File: src/rtl/fetch_stage_pkg.sv
// Shared types and defaults for the instruction-fetch stage.
package fetch_stage_pkg;

    typedef logic [31:0] Word;
    typedef logic        Signal;

    localparam Signal ENABLE  = 1'b1;
    localparam Signal DISABLE = 1'b0;

    localparam Word RESET_PC_DEFAULT = 32'h0000_0000;
    localparam Word PC_INC_DEFAULT   = 32'd4;

endpackage

File: src/rtl/fetch_fifo.sv
// Synchronous show-ahead FIFO with flush. The head entry is visible on
// rdata whenever empty is low; a push while full is only accepted
// together with a pop.
module fetch_fifo #(
    parameter int WIDTH = 32,
    parameter int DEPTH = 4
) (
    input  logic                     clk,
    input  logic                     rst_n,
    input  logic                     push,
    input  logic [WIDTH-1:0]         wdata,
    input  logic                     pop,
    input  logic                     flush,
    output logic [WIDTH-1:0]         rdata,
    output logic [$clog2(DEPTH):0]   count,
    output logic                     empty,
    output logic                     full
);

    localparam int AW = $clog2(DEPTH);

    logic [WIDTH-1:0] mem [DEPTH];
    logic [AW-1:0]    wr_ptr;
    logic [AW-1:0]    rd_ptr;
    logic             do_push;
    logic             do_pop;

    assign empty   = (count == '0);
    assign full    = (count == (AW+1)'(DEPTH));
    assign do_pop  = pop && !empty;
    assign do_push = push && (!full || do_pop);
    assign rdata   = mem[rd_ptr];

    // Pointer and occupancy bookkeeping; flush empties the queue in one cycle.
    always_ff @(posedge clk or negedge rst_n) begin
        if (!rst_n) begin
            wr_ptr <= '0;
            rd_ptr <= '0;
            count  <= '0;
        end else if (flush) begin
            wr_ptr <= '0;
            rd_ptr <= '0;
            count  <= '0;
        end else begin
            if (do_push) wr_ptr <= wr_ptr + AW'(1);
            if (do_pop)  rd_ptr <= rd_ptr + AW'(1);
            count <= count + (AW+1)'(do_push) - (AW+1)'(do_pop);
        end
    end

    // Storage array; contents need no reset because count gates visibility.
    always_ff @(posedge clk) begin
        if (do_push && !flush) mem[wr_ptr] <= wdata;
    end

endmodule

File: src/rtl/fetch_stage.sv
// Instruction-fetch stage: owns the PC, issues in-order imem requests under
// a credit limit, tags each request with its PC, buffers returned words and
// presents the buffer head to the IF/ID register.
module fetch_stage
    import fetch_stage_pkg::*;
#(
    parameter Word RESET_PC  = RESET_PC_DEFAULT,
    parameter int  BUF_DEPTH = 4,
    parameter Word PC_INC    = PC_INC_DEFAULT
) (
    input  logic  clk,
    input  logic  rst_n,
    input  Signal stall_if,
    input  Signal redirect,
    input  Word   redirect_pc,
    output logic  imem_req,
    output Word   imem_addr,
    input  logic  imem_gnt,
    input  logic  imem_rvalid,
    input  Word   imem_rdata,
    output logic  id_valid,
    output Word   id_instr,
    output Word   id_pc
);

    localparam int CW = $clog2(BUF_DEPTH) + 1;

    Word           pc_q;
    logic [CW-1:0] outstanding;
    logic [CW-1:0] buf_count;
    logic [CW-1:0] drop_cnt;
    logic [CW:0]   in_use;
    logic [CW:0]   drop_calc;
    logic          gnt;
    logic          ibuf_push;
    logic          ibuf_pop;
    logic          ibuf_empty;
    logic          ibuf_full;
    logic          tag_empty;
    logic          tag_full;
    Word           tag_head;
    logic [63:0]   ibuf_head;

    // Credit depends on registered occupancy only, so a pop frees a slot
    // one cycle later and there is no path from the inputs to imem_req.
    assign in_use    = (CW+1)'(outstanding) + (CW+1)'(buf_count);
    assign imem_req  = (in_use < (CW+1)'(BUF_DEPTH));
    assign imem_addr = pc_q;
    assign gnt       = imem_req && imem_gnt;

    // Every in-flight request is dropped on redirect, including one granted
    // this cycle; a response arriving this cycle is discarded directly.
    assign drop_calc = (CW+1)'(outstanding) + (CW+1)'(gnt) - (CW+1)'(imem_rvalid);

    assign ibuf_push = imem_rvalid && (drop_cnt == '0) && (redirect == DISABLE);
    assign ibuf_pop  = id_valid && (stall_if == DISABLE) && (redirect == DISABLE);

    assign id_valid = !ibuf_empty;
    assign id_instr = id_valid ? ibuf_head[63:32] : '0;
    assign id_pc    = id_valid ? ibuf_head[31:0]  : '0;

    // PC of every granted request, popped as responses return (dropped or
    // not); its occupancy is the outstanding-request count.
    fetch_fifo #(
        .WIDTH (32),
        .DEPTH (BUF_DEPTH)
    ) u_tag_q (
        .clk   (clk),
        .rst_n (rst_n),
        .push  (gnt),
        .wdata (pc_q),
        .pop   (imem_rvalid),
        .flush (1'b0),
        .rdata (tag_head),
        .count (outstanding),
        .empty (tag_empty),
        .full  (tag_full)
    );

    // Returned instructions paired with their PC, flushed on redirect.
    fetch_fifo #(
        .WIDTH (64),
        .DEPTH (BUF_DEPTH)
    ) u_ibuf (
        .clk   (clk),
        .rst_n (rst_n),
        .push  (ibuf_push),
        .wdata ({imem_rdata, tag_head}),
        .pop   (ibuf_pop),
        .flush (redirect == ENABLE),
        .rdata (ibuf_head),
        .count (buf_count),
        .empty (ibuf_empty),
        .full  (ibuf_full)
    );

    // PC advance and stale-response counter; redirect wins over grant.
    always_ff @(posedge clk or negedge rst_n) begin
        if (!rst_n) begin
            pc_q     <= RESET_PC;
            drop_cnt <= '0;
        end else if (redirect == ENABLE) begin
            pc_q     <= redirect_pc;
            drop_cnt <= drop_calc[CW-1:0];
        end else begin
            if (gnt) pc_q <= pc_q + PC_INC;
            if (imem_rvalid && (drop_cnt != '0)) drop_cnt <= drop_cnt - CW'(1);
        end
    end

    // Protocol checks on the imem handshake and internal occupancy.
    always_ff @(posedge clk) begin
        if (rst_n) begin
            a_rvalid_idle:  assert (!(imem_rvalid && tag_empty));
            a_ibuf_ovf:     assert (!(ibuf_push && ibuf_full && !ibuf_pop));
            a_tag_ovf:      assert (!(gnt && tag_full && !imem_rvalid));
            a_drop_bound:   assert (drop_cnt <= outstanding);
            a_drop_undflow: assert (!((redirect == ENABLE) && drop_calc[CW]));
        end
    end

endmodule

File: config.mk
export PLATFORM = sky130hd
export DESIGN_NAME = fetch_stage
export DESIGN_NICKNAME = d
export VERILOG_FILES = /design/src/rtl/fetch_stage_pkg.sv /design/src/rtl/fetch_fifo.sv /design/src/rtl/fetch_stage.sv
export SDC_FILE = /design/constraint.sdc
export NUM_CORES = 1
export LEC_CHECK = 0
export BUFFER_PORTS_ARGS = -buffer_cell sky130_fd_sc_hd__buf_4
export CORE_UTILIZATION = 55
export DETAILED_ROUTE_END_ITERATION = 10
export MAX_ROUTING_LAYER = met4
export PLACE_DENSITY = 0.77
export SKIP_CTS_REPAIR_TIMING = 1
export SLEW_MARGIN = 25
export SYNTH_ARGS = -nofsm -noshare
export SYNTH_HDL_FRONTEND = slang
export SYNTH_SLANG_ARGS = --single-unit
File: constraint.sdc
create_clock -name clk -period 4.4 [get_ports clk]
set_input_delay 0.66 -clock clk [delete_from_list [all_inputs] [get_ports clk]]
set_output_delay 0.66 -clock clk [all_outputs]
set_load 0.05 [all_outputs]
-- Yosys cells after proc, flatten, opt, wreduce, memory -nomap -nowiden
Memories as Yosys holds them, arrays and structs flattened.
Index checks and enable logic that the tools add are counted.
- register bits: 49
- bits of input ports: 70
- memories: 2
- memory bits (writable): 384
- output and inout bits: 98
- logic and storage cells: 69
- memories (name ; words ; width ; read ports ; clocked after memory_dff ; wr ports ; RTL line ; RTL):
    u_ibuf.mem ; 4 ; 64 ; 1 ; 0 ; 1 ; fetch_fifo.sv:22 ; logic [WIDTH-1:0] mem [DEPTH];
    u_tag_q.mem ; 4 ; 32 ; 1 ; 0 ; 1 ; fetch_fifo.sv:22 ;
- bitwise operators: 2
- muxes and demuxes: 15
- $lt $le $gt $ge: 1
- reductions and logical operators: 26
- equal/unequal tests: 2
- add/sub/neg operators: 13
- operators with widths (kind ; number):
    32-bit two-way mux ; 4
    32-bit by 3-bit adder with 32-bit output, second input constant ; 1
    1-bit logical AND ; 11
    3-bit by 1-bit adder with 3-bit output ; 3
    3-bit logical NOT ; 3
    3-bit two-way mux ; 3
    3-bit by 1-bit subtractor with 3-bit output ; 3
    2-bit by 1-bit adder with 2-bit output, second input constant ; 4
    2-bit two-way mux ; 4
    2-bit nonzero test ; 4
    3-bit == test, second input constant ; 2
    1-bit logical NOT ; 5
    3-bit by 3-bit adder with 4-bit output ; 1
    4-bit by 3-bit less-than comparator with 1-bit output, second input constant ; 1
    1-bit two-way mux ; 4
    3-bit nonzero test ; 1
    3-bit by 1-bit subtractor with 3-bit output, second input constant ; 1
    1-bit logical OR ; 2
    1-bit inverter ; 2

-- Logic depth before layout (Yosys ltp)
Gate-level depths: netlist (run 1).
- depth after elaboration: 10
- depth in mapped cells: 12

-- By module
Synthesis (run 1) repeated with hierarchy kept, for this count alone.
- cell total of the unflattened synthesis: 926
- area total of the unflattened synthesis: 17536.8 um^2
- by module, submodules not included (module ; times used ; cells an instance ; area an instance (um^2)):
    fetch_fifo at u_ibuf ; 1 ; 379 ; 9718.1
    fetch_fifo at u_tag_q ; 1 ; 213 ; 5112.4
    fetch_stage ; 1 ; 334 ; 2706.3

-- Worst setup path before layout (run 1)
OpenSTA, ideal clock, no wires.
- kind: input-to-reg
- start point: in redirect
- end point: mem u_ibuf.mem[0][0] (enable)
- setup time: 0.429 ns
- path buffers: 1
- stages: 5
- path slack: 1.000 ns
- required time: 3.971 ns
- arrival: 2.971 ns
- cell sequence: buf_2 -> clkinv_1 -> nand4_1 -> a31oi_1 -> and2_1
- word-level cells in the longest chain between the ends: 8
- elaborated cells between the ends (all ways): 10
- RTL lines (element ; RTL line ; RTL):
    from (decl) ; fetch_stage.sv:14 ; input Signal redirect,
    1-bit inverter ; fetch_stage.sv:55, fetch_stage.sv:56 ;
    1-bit logical AND ; fetch_stage.sv:56 ; assign ibuf_pop = id_valid && (stall_if == DISABLE) && (redirect == DISABLE);
    1-bit logical AND ; fetch_fifo.sv:30 ; assign do_pop = pop && !empty;
    1-bit logical OR ; fetch_fifo.sv:31 ; assign do_push = push && (!full || do_pop);
    1-bit logical AND ; fetch_fifo.sv:31 ;
    1-bit logical AND * ; fetch_fifo.sv:53 ; if (do_push && !flush) mem[wr_ptr] <= wdata;
    1-bit two-way mux * ; fetch_fifo.sv:53 ;
    1-bit two-way mux (not written as such) * ; fetch_fifo.sv:53 ;
    to (decl) ; fetch_fifo.sv:22 ;
Mark *: on every way between the ends. The rest lies on a longest branch, timed or not.

-- Worst setup path in the final report (run 1)
- start point: reg u_ibuf.rd_ptr[0]
- end point: out id_instr[3]
- word-level cells in the longest chain between the ends: 2
- RTL lines (element ; RTL line ; RTL):
    from (decl) ; fetch_fifo.sv:24 ; logic [AW-1:0] rd_ptr;
    from (signal assigned) ; fetch_fifo.sv:46 ; if (do_pop) rd_ptr <= rd_ptr + AW'(1);
    memory read 4 x 64 bit ; n/a ;
    32-bit two-way mux ; fetch_stage.sv:59 ; assign id_instr = id_valid ? ibuf_head[63:32] : '0;
    to (decl) ; fetch_stage.sv:22 ; output Word id_instr,
Every way passes these cells.

==> results of run 1 <==
## through the flow
stage	power, mW	util [%]	setup WS [ns]
6_report	12.6	66.3	1.03
5_1_grt	13.2	66.3	0.871
4_1_cts	12.8	66.3	0.942
3_5_place_dp	9.27	61.9	1.16
3_3_place_gp	9.19	61.9	1.19
2_1_floorplan	8.12	-	1.00
## state kept, by name, indices dropped and copies added, names as in the netlist
| register | cells |
|---|---|
| u_tag_q.wr_ptr | 2 |
| u_ibuf.rd_ptr | 2 |
| drop_cnt | 3 |
| imem_addr | 32 |
| u_tag_q.count | 3 |
| u_tag_q.mem | 128 |
| u_ibuf.count | 3 |
| u_ibuf.wr_ptr | 2 |
| u_tag_q.rd_ptr | 2 |
| u_ibuf.mem | 256 |
## layer usage
metal / GRT usage, % / part of all wire, %
met1: 30.6 / 43
met2: 36.0 / 50
met3: 3.09 / 5.2
met4: 5.76 / 2.0
met5: - / 0
## critical path: stages (launching register included)
cell and delay, ns:
dfrtp_4 0.83, buf_12 0.38, mux4_2 0.56, and2_1 0.20, buf_4 0.19
## worst min path at each step
stage,start,end,slack (ns),cells past startpoint
final,rst_n,imem_addr[16],0.16,1
after global routing,rst_n,imem_addr[16],0.20,1
after CTS,rst_n,u_ibuf.rd_ptr[0],0.18,1
after detailed placement,u_tag_q.rd_ptr[1],u_tag_q.rd_ptr[1],0.46,1
after global placement,u_tag_q.rd_ptr[1],u_tag_q.rd_ptr[1],0.46,1
after floorplan,rst_n,drop_cnt[0],0.36,0
## where the power goes
part / switching (mW) / internal [mW]
logic: 2.25 / 1.41
clock network: 1.42 / 2.06
registers: 0.367 / 5.13
total: 4.04 / 8.60
## cell type report
cell class | instances | area (sq um)
Sequential cell | 433 | 12800
Fill cell | 2000 | 10300
Multi-Input combinational cell | 393 | 4140
Timing Repair Buffer | 179 | 1430
Clock buffer | 54 | 1140
Tap cell | 396 | 495
Clock inverter | 23 | 213
Inverter | 24 | 90.1
## placed cells by master, fill, tap and decap left out, drive strengths merged, types with 2 or more instances in the layout
cell,instances
or4,5
buf,179
ha,19
clkbuf,54
nor2,13
xnor2,28
nor4b,2
mux4,96
mux2i,2
o21ai,29
a31oi,2
mux2,4
inv,22
nand2,43
o31ai,2
a21oi,2
and4,4
clkinv,20
dfrtp,49
nand3,13
bufinv,4
nand4,13
o211ai,2
and3,4
and2,72
nor4,4
xor2,9
nor3,16
fa,3
edfxtp,384
or3,2
## logic make-up after synthesis
family,Yosys count
buffers and inverters,62
AO/OA/AOI/OAI,39
AND/OR/NAND/NOR,193
adder cells (fa/ha/maj),22
XOR/XNOR,37
multiplexers,102
flip-flops,433
==> impl_metrics.env, run 1 <==
export IMPL_status="finished, final reports clean"
export IMPL_place_congestion=0.833
export IMPL_synth_ff_type="edfxtp_1"
export IMPL_layoutNonFillerInstCount=1502
export IMPL_grt_ovfl_total=0
export IMPL_vdd_drop_max_v=0.000307
export IMPL_num_antenna_cells=0
export IMPL_antenna_left=0
export IMPL_cp_max_fo=39
export IMPL_clk_path_buf_depth=3
export IMPL_cts_made_buffers=42
export IMPL_r2r_start="u_tag_q.count[2]"
export IMPL_via_per_inst=5.80
export IMPL_netlist_area_sq_um=17100
export IMPL_synthTopCellsByCount="384 x edfxtp_1, 96 x mux4_2, 72 x and2_1"
export IMPL_cp_startpoint="u_ibuf.rd_ptr[0]"
export IMPL_drc=0
export IMPL_clk_pin_slew_ns=0.06
export IMPL_clock_fmax_mhz=297
export IMPL_clk_latency_ns=0.53
export IMPL_synth_fa_ha_area_share_pct=1.74
export IMPL_synth_warnings=0
export IMPL_grt_pass1_vias=8889
export IMPL_vias=8712
export IMPL_muxShareOfSynthArea_pct=13.0
export IMPL_r2r_slack_ns=1.44
export IMPL_cts_tree="yes"
export IMPL_synth_top_family_by_area="multiplexers"
export IMPL_finalClockSkew_ns=0.0213
export IMPL_synth_async_reset_ratio_pct=11.3
export IMPL_seq_area_frac_synth_pct=74.5
export IMPL_root_buffer="clkbuf_16"
export IMPL_yosysTopAreaCellShare_pct=67.3
export IMPL_yosys_area_top_type="edfxtp_1"
export IMPL_post_synth_top_count_cell="edfxtp_1"
export IMPL_syn_inst=888
export IMPL_synth_cell_type_count=38
export IMPL_grtUsageTotal_pct=22.4
export IMPL_wl_per_cell_um=22.2
export IMPL_required_ns=3.74
export IMPL_grt_antenna_before_repair=0
export IMPL_fin_crit_sh_pct=76.5
export IMPL_synth_nets=980
export IMPL_row_count=64
export IMPL_synth_compound_area_share_pct=1.25
export IMPL_synth_xor_area_share_pct=1.89
export IMPL_wirelength_mm=33.3
export IMPL_io_pins=168
export IMPL_placedCellCount=1425
export IMPL_die_area_sq_um=31800
export IMPL_postPlaceCellArea_sq_um=18900
export IMPL_ys_top_cells_by_area="edfxtp_1 67%, mux4_2 13%, dfrtp_1 7.2%"
export IMPL_min_period_ns=3.37
export IMPL_finalSetupTns_ns=0
export IMPL_finalSetupViolCount=0
export IMPL_grt_pass1_wl_mm=51.2
export IMPL_rsz0062_at_grt="false"
export IMPL_area_growth_pct=18.4
export IMPL_synth_simple_area_share_pct=6.23
export IMPL_worstPathArrival_ns=2.71
export IMPL_maxCapViolations=0
export IMPL_fin_nets=1165
export IMPL_reg2regPathDepth=6
export IMPL_die_x_um=178
export IMPL_final_cell_area_sq_um=20300
export IMPL_worst_slew_pin_slew_ns=0.974
export IMPL_ys_ff_latch=433
export IMPL_drv_slew=0
export IMPL_holdWs_ns=0.159
export IMPL_startpoint_type="flop"
export IMPL_crit_path_end_kind="output pin"
export IMPL_dp_hpwl_mm=19.3
export IMPL_drt_iter0_markers=724
export IMPL_leakagePower_nw=6.99
export IMPL_path_class="reg -> out"
export IMPL_syn_area_per_cell_sq_um=19.3
export IMPL_grt_max_degree=71
export IMPL_start_util_pct=56.0
export IMPL_final_layout_size_suffix_gt1_share_pct=31.6
export IMPL_maxSlewHeadroom_pct=35.1
export IMPL_final_hold_viol_count=0
export IMPL_drtPass1Iterations=5
export IMPL_cts_sinks=433
export IMPL_coreArea_sq_um=30600
export IMPL_synth_edff_count=384
export IMPL_cts_htree_levels=2
export IMPL_portBuffers=167
export IMPL_worst_hold_path_type="in -> async"
export IMPL_cellPowerDensity_nw_per_um2=623
export IMPL_r2r_end="u_tag_q.mem[1][8]"
export IMPL_endpoint="id_instr[3]"
export IMPL_die_h_um=178
Note: power is estimated with default switching activity, not from simulation.
==> inputs of run 2 (changes only) <==
- CORE_UTILIZATION: 55 -> 53
- PLACE_DENSITY: 0.77 -> 0.78
- clock period: 4.4 -> 2.99 ns (I/O delays scaled with it)
==> impl_metrics.env, run 2 (synthesis results as in run 1) <==
export IMPL_cts_tree="yes"
export IMPL_crit_path_end_kind="output pin"
export IMPL_reg2regPathDepth=6
export IMPL_drtPass1Iterations=7
export IMPL_power_mw=18.8
export IMPL_die_x_um=182
export IMPL_fin_crit_sh_pct=94.5
export IMPL_path_class="reg -> out"
export IMPL_final_cell_mix="384 x edfxtp_1, 182 x buf_4, 96 x mux4_2"
export IMPL_rsz0062_at_grt="false"
export IMPL_endpoint="id_pc[12]"
export IMPL_maxSlewHeadroom_pct=48.6
export IMPL_clk_pin_slew_ns=0.06
export IMPL_grt_ovfl_total=0
export IMPL_slowest_stage="dfrtp_4"
export IMPL_finalSetupTns_ns=0
export IMPL_path_cells="buf_12 > mux4_2 > and2_1 > buf_4"
export IMPL_vias=8766
export IMPL_holdWs_ns=0.106
export IMPL_final_layout_size_suffix_gt1_share_pct=32.4
export IMPL_dp_hpwl_mm=20.0
export IMPL_die_h_um=182
export IMPL_critPathBufInv=2
export IMPL_cellPowerDensity_nw_per_um2=920
export IMPL_fin_util_pct=64.6
export IMPL_cts_made_buffers=43
export IMPL_regMostFlops="u_ibuf.mem"
export IMPL_io_pins=168
export IMPL_min_period_ns=2.83
export IMPL_wirelength_mm=33.3
export IMPL_critPathMaxStageDelay_ns=0.60
export IMPL_worst_slew_pin_slew_ns=0.770
export IMPL_num_antenna_cells=0
export IMPL_drc=0
export IMPL_maxCapViolations=0
export IMPL_drt_iter0_markers=645
export IMPL_die_area_sq_um=33000
export IMPL_cp_max_fo=26
export IMPL_worstPathArrival_ns=2.38
export IMPL_fin_nets=1180
export IMPL_grt_pass1_vias=8908
export IMPL_largest_reg_flops=256
export IMPL_antenna_left=0
export IMPL_vdd_drop_max_v=0.000470
export IMPL_placedCellCount=1444
export IMPL_leakagePower_nw=7.07
export IMPL_place_congestion=0.809
export IMPL_coreArea_sq_um=31600
export IMPL_final_hold_viol_count=0
export IMPL_status="finished, final reports clean"
export IMPL_startpoint_type="flop"
export IMPL_cp_startpoint="u_ibuf.rd_ptr[0]"
export IMPL_finalClockSkew_ns=0.0116
export IMPL_crit_family="flip-flops"
export IMPL_grtUsageTotal_pct=21.5
export IMPL_wl_per_cell_um=21.9
export IMPL_root_buffer="clkbuf_16"
export IMPL_clk_path_buf_depth=3
export IMPL_cp_num_cells=4
export IMPL_clk_latency_ns=0.55
export IMPL_row_count=65
export IMPL_final_common_cell="edfxtp_1"
export IMPL_clock_fmax_mhz=354
export IMPL_r2r_slack_ns=0.40
export IMPL_portBuffers=167
export IMPL_r2r_end="u_tag_q.mem[1][4]"
export IMPL_layoutNonFillerInstCount=1521
export IMPL_required_ns=2.54
export IMPL_finalSetupViolCount=0
export IMPL_area_growth_pct=19.3
export IMPL_cts_sinks=433
export IMPL_grt_max_degree=66
export IMPL_grt_pass1_wl_mm=51.8
export IMPL_grt_antenna_before_repair=0
export IMPL_drv_slew=0
export IMPL_via_per_inst=5.76
export IMPL_r2r_start="u_tag_q.count[2]"
export IMPL_worst_hold_path_type="in -> reg"
export IMPL_cts_htree_levels=2
export IMPL_start_util_pct=54.1
==> run 2: per-layer routing <==
| metal | global-route usage [%] | part of all wire [%] | vias up |
|---|---|---|---|
| li1 | - | - | 3897 |
| met1 | 29.7 | 44 | 4504 |
| met5 | - | 0 | - |
| met2 | 34.1 | 49 | 308 |
| met4 | 5.56 | 1.9 | 0 |
| met3 | 3.07 | 5.3 | 57 |
==> run 2: worst min path at each step <==
stage	slack (ns)	start	end	cells past startpoint
finish	0.11	imem_rdata[31]	u_ibuf.mem[2][63]	1
global route	0.09	imem_rdata[30]	u_ibuf.mem[0][62]	1
CTS	-0.06	rst_n	imem_addr[21]	1
detailed placement	0.52	rst_n	imem_addr[17]	1
global placement	0.52	rst_n	imem_addr[17]	1
floorplan	0.15	rst_n	drop_cnt[0]	0
==> run 2: cell type report <==
cell class / count / area [sq um]
Tap cell: 402 / 503
Clock inverter: 21 / 238
Sequential cell: 433 / 12800
Multi-Input combinational cell: 393 / 4140
Timing Repair Buffer: 193 / 1580
Inverter: 24 / 90.1
Clock buffer: 55 / 1120
Fill cell: 2091 / 11200
==> run 2: per-stage QoR <==
| step | setup slack [ns] | instance area, sq um |
|---|---|---|
| 6_report | 0.164 | 20400 |
| 3_3_place_gp | 0.480 | 19100 |
| 2_1_floorplan | 0.221 | 17100 |
| 5_1_grt | 0.0441 | 20400 |
| 4_1_cts | 0.0922 | 20400 |
| 3_5_place_dp | 0.415 | 19100 |
==> run 2: power breakdown <==
group          internal [mW]  switching (mW)  leakage (nW)  total, mW
sequential              7.55           0.467          4.07       8.01
combinational           2.15            3.43          2.34       5.58
clock                   3.02            2.19         0.662       5.21
==> inputs of run 3 (changes only) <==
- REMOVE_ABC_BUFFERS: default -> 1
==> impl_metrics.env, run 3 (synthesis results as in run 1) <==
export IMPL_crit_path_end_kind="output pin"
export IMPL_die_area_sq_um=33000
export IMPL_postPlaceCellArea_sq_um=19200
export IMPL_worst_slew_pin_slew_ns=0.670
export IMPL_path_class="reg -> out"
export IMPL_cts_sinks=433
export IMPL_clock_fmax_mhz=362
export IMPL_power_mw=19.0
export IMPL_startpoint_type="flop"
export IMPL_die_h_um=182
export IMPL_cts_tree="yes"
export IMPL_io_pins=168
export IMPL_vias=8922
export IMPL_maxCapViolations=0
export IMPL_path_cells="nor3_1 > inv_2 > buf_12 > and2_1 > buf_4"
export IMPL_grt_antenna_before_repair=1
export IMPL_final_hold_viol_count=0
export IMPL_hold_depth=1
export IMPL_drv_slew=0
export IMPL_grt_util_met1_pct=29.8
export IMPL_cts_made_buffers=44
export IMPL_grt_ovfl_total=0
export IMPL_maxSlewHeadroom_pct=55.3
export IMPL_finalClockSkew_ns=0.0226
export IMPL_vdd_drop_max_v=0.000487
export IMPL_min_period_ns=2.76
export IMPL_leakagePower_nw=7.19
export IMPL_area_growth_pct=20.6
export IMPL_layoutNonFillerInstCount=1543
export IMPL_via_per_inst=5.78
export IMPL_antenna_left=0
export IMPL_critPathBufInv=3
export IMPL_r2r_end="u_tag_q.mem[1][20]"
export IMPL_worstPathArrival_ns=2.31
export IMPL_critPathMaxStageDelay_ns=0.43
export IMPL_root_buffer="clkbuf_16"
export IMPL_largest_reg_flops=256
export IMPL_wl_per_cell_um=22.8
export IMPL_final_layout_size_suffix_gt1_share_pct=33.6
export IMPL_clk_path_buf_depth=3
export IMPL_clk_latency_ns=0.54
export IMPL_grt_pass1_vias=9217
export IMPL_r2r_start="u_tag_q.count[2]"
export IMPL_slowest_stage="dfrtp_1"
export IMPL_drc=0
export IMPL_grtUsageTotal_pct=22.5
export IMPL_final_common_cell="edfxtp_1"
export IMPL_r2r_slack_ns=0.36
export IMPL_final_cell_mix="384 x edfxtp_1, 194 x buf_4, 96 x mux4_2"
export IMPL_reg2regPathDepth=6
export IMPL_dp_hpwl_mm=21.6
export IMPL_portBuffers=167
export IMPL_fin_nets=1198
export IMPL_cellPowerDensity_nw_per_um2=921
export IMPL_grt_max_degree=65
export IMPL_holdPathEnd="u_ibuf.mem[3][49]"
export IMPL_met2_usage_pct=36.8
export IMPL_drtPass1Iterations=5
export IMPL_clk_pin_slew_ns=0.06
export IMPL_die_x_um=182
export IMPL_start_util_pct=54.1
export IMPL_coreArea_sq_um=31600
export IMPL_final_cell_area_sq_um=20600
export IMPL_wirelength_mm=35.2
export IMPL_num_antenna_cells=0
export IMPL_fin_crit_sh_pct=92.4
export IMPL_use_met3_pct=3.47
export IMPL_regMostFlops="u_ibuf.mem"
export IMPL_finalSetupViolCount=0
export IMPL_status="finished, final reports clean"
export IMPL_drt_iter0_markers=705
export IMPL_crit_family="buffers and inverters"
export IMPL_cp_max_fo=48
export IMPL_grt_busiest_layer="met2"
export IMPL_hp_start="imem_rdata[17]"
export IMPL_worst_hold_path_type="in -> reg"
export IMPL_row_count=65
export IMPL_grt_pass1_wl_mm=53.7
export IMPL_place_congestion=0.857
export IMPL_required_ns=2.54
export IMPL_rsz0062_at_grt="false"
export IMPL_placedCellCount=1452
export IMPL_cts_htree_levels=2
run 3: changes by cell type in the layout (fill, tap and decap cells not counted), moves of 2 or more:
cell,delta
inv_16,-2
clkbuf_16,+2
buf_12,+5
inv_6,+2
clkinv_1,+2
buf_4,+12
run 3: how the worst max path moves through the flow:
| stage | start | to | slack, ns | cells after the start |
|---|---|---|---|---|
| 2_1_floorplan | u_ibuf.rd_ptr[0] | id_instr[0] | -1.04 | 2 |
| 3_3_place_gp | u_tag_q.count[2] | u_tag_q.mem[1][0] | 0.44 | 6 |
| 3_5_place_dp | u_tag_q.count[2] | u_tag_q.mem[1][0] | 0.40 | 6 |
| 4_1_cts | u_ibuf.rd_ptr[0] | id_pc[12] | -0.02 | 4 |
| 5_1_grt | u_ibuf.count[0] | id_pc[25] | 0.1 | 5 |
| 6_report | u_ibuf.count[0] | id_pc[25] | 0.23 | 5 |
run 3: final cells by class:
cell class	count	area [sq um]
repair buffers	210	1770
multi-input cells	393	4140
inverters	24	90.1
clock inverters	25	216
clock buffers	56	1170
fillers	2082	11000
flip-flops and latches	433	12800
well taps	402	503
run 3: where the power goes:
group          internal (mW)  total, mW  switching (mW)
logic                   2.27       5.85            3.58
registers               7.55       7.93           0.383
clock network           3.04       5.23            2.19
total                   12.9       19.0            6.15
run 3: metrics by stage:
stage | setup WS [ns] | TNS (ns) | hold slack [ns] | util (%)
after floorplan | -1.04 | -99.19 | 0.153 | -
after global placement | 0.438 | 0 | 0.521 | 60.6
after detailed placement | 0.400 | 0 | 0.526 | 60.6
after CTS | -0.0239 | -0.0346 | -0.0468 | 65.0
after global routing | 0.0977 | 0 | 0.0913 | 65.3
final | 0.227 | 0 | 0.111 | 65.3
run 3: metal layers:
layer | vias to the layer above | routed length [um]
li1 | 3941 | -
met1 | 4564 | 14400
met2 | 352 | 17900
met3 | 65 | 2080
met4 | 0 | 786
met5 | - | 0
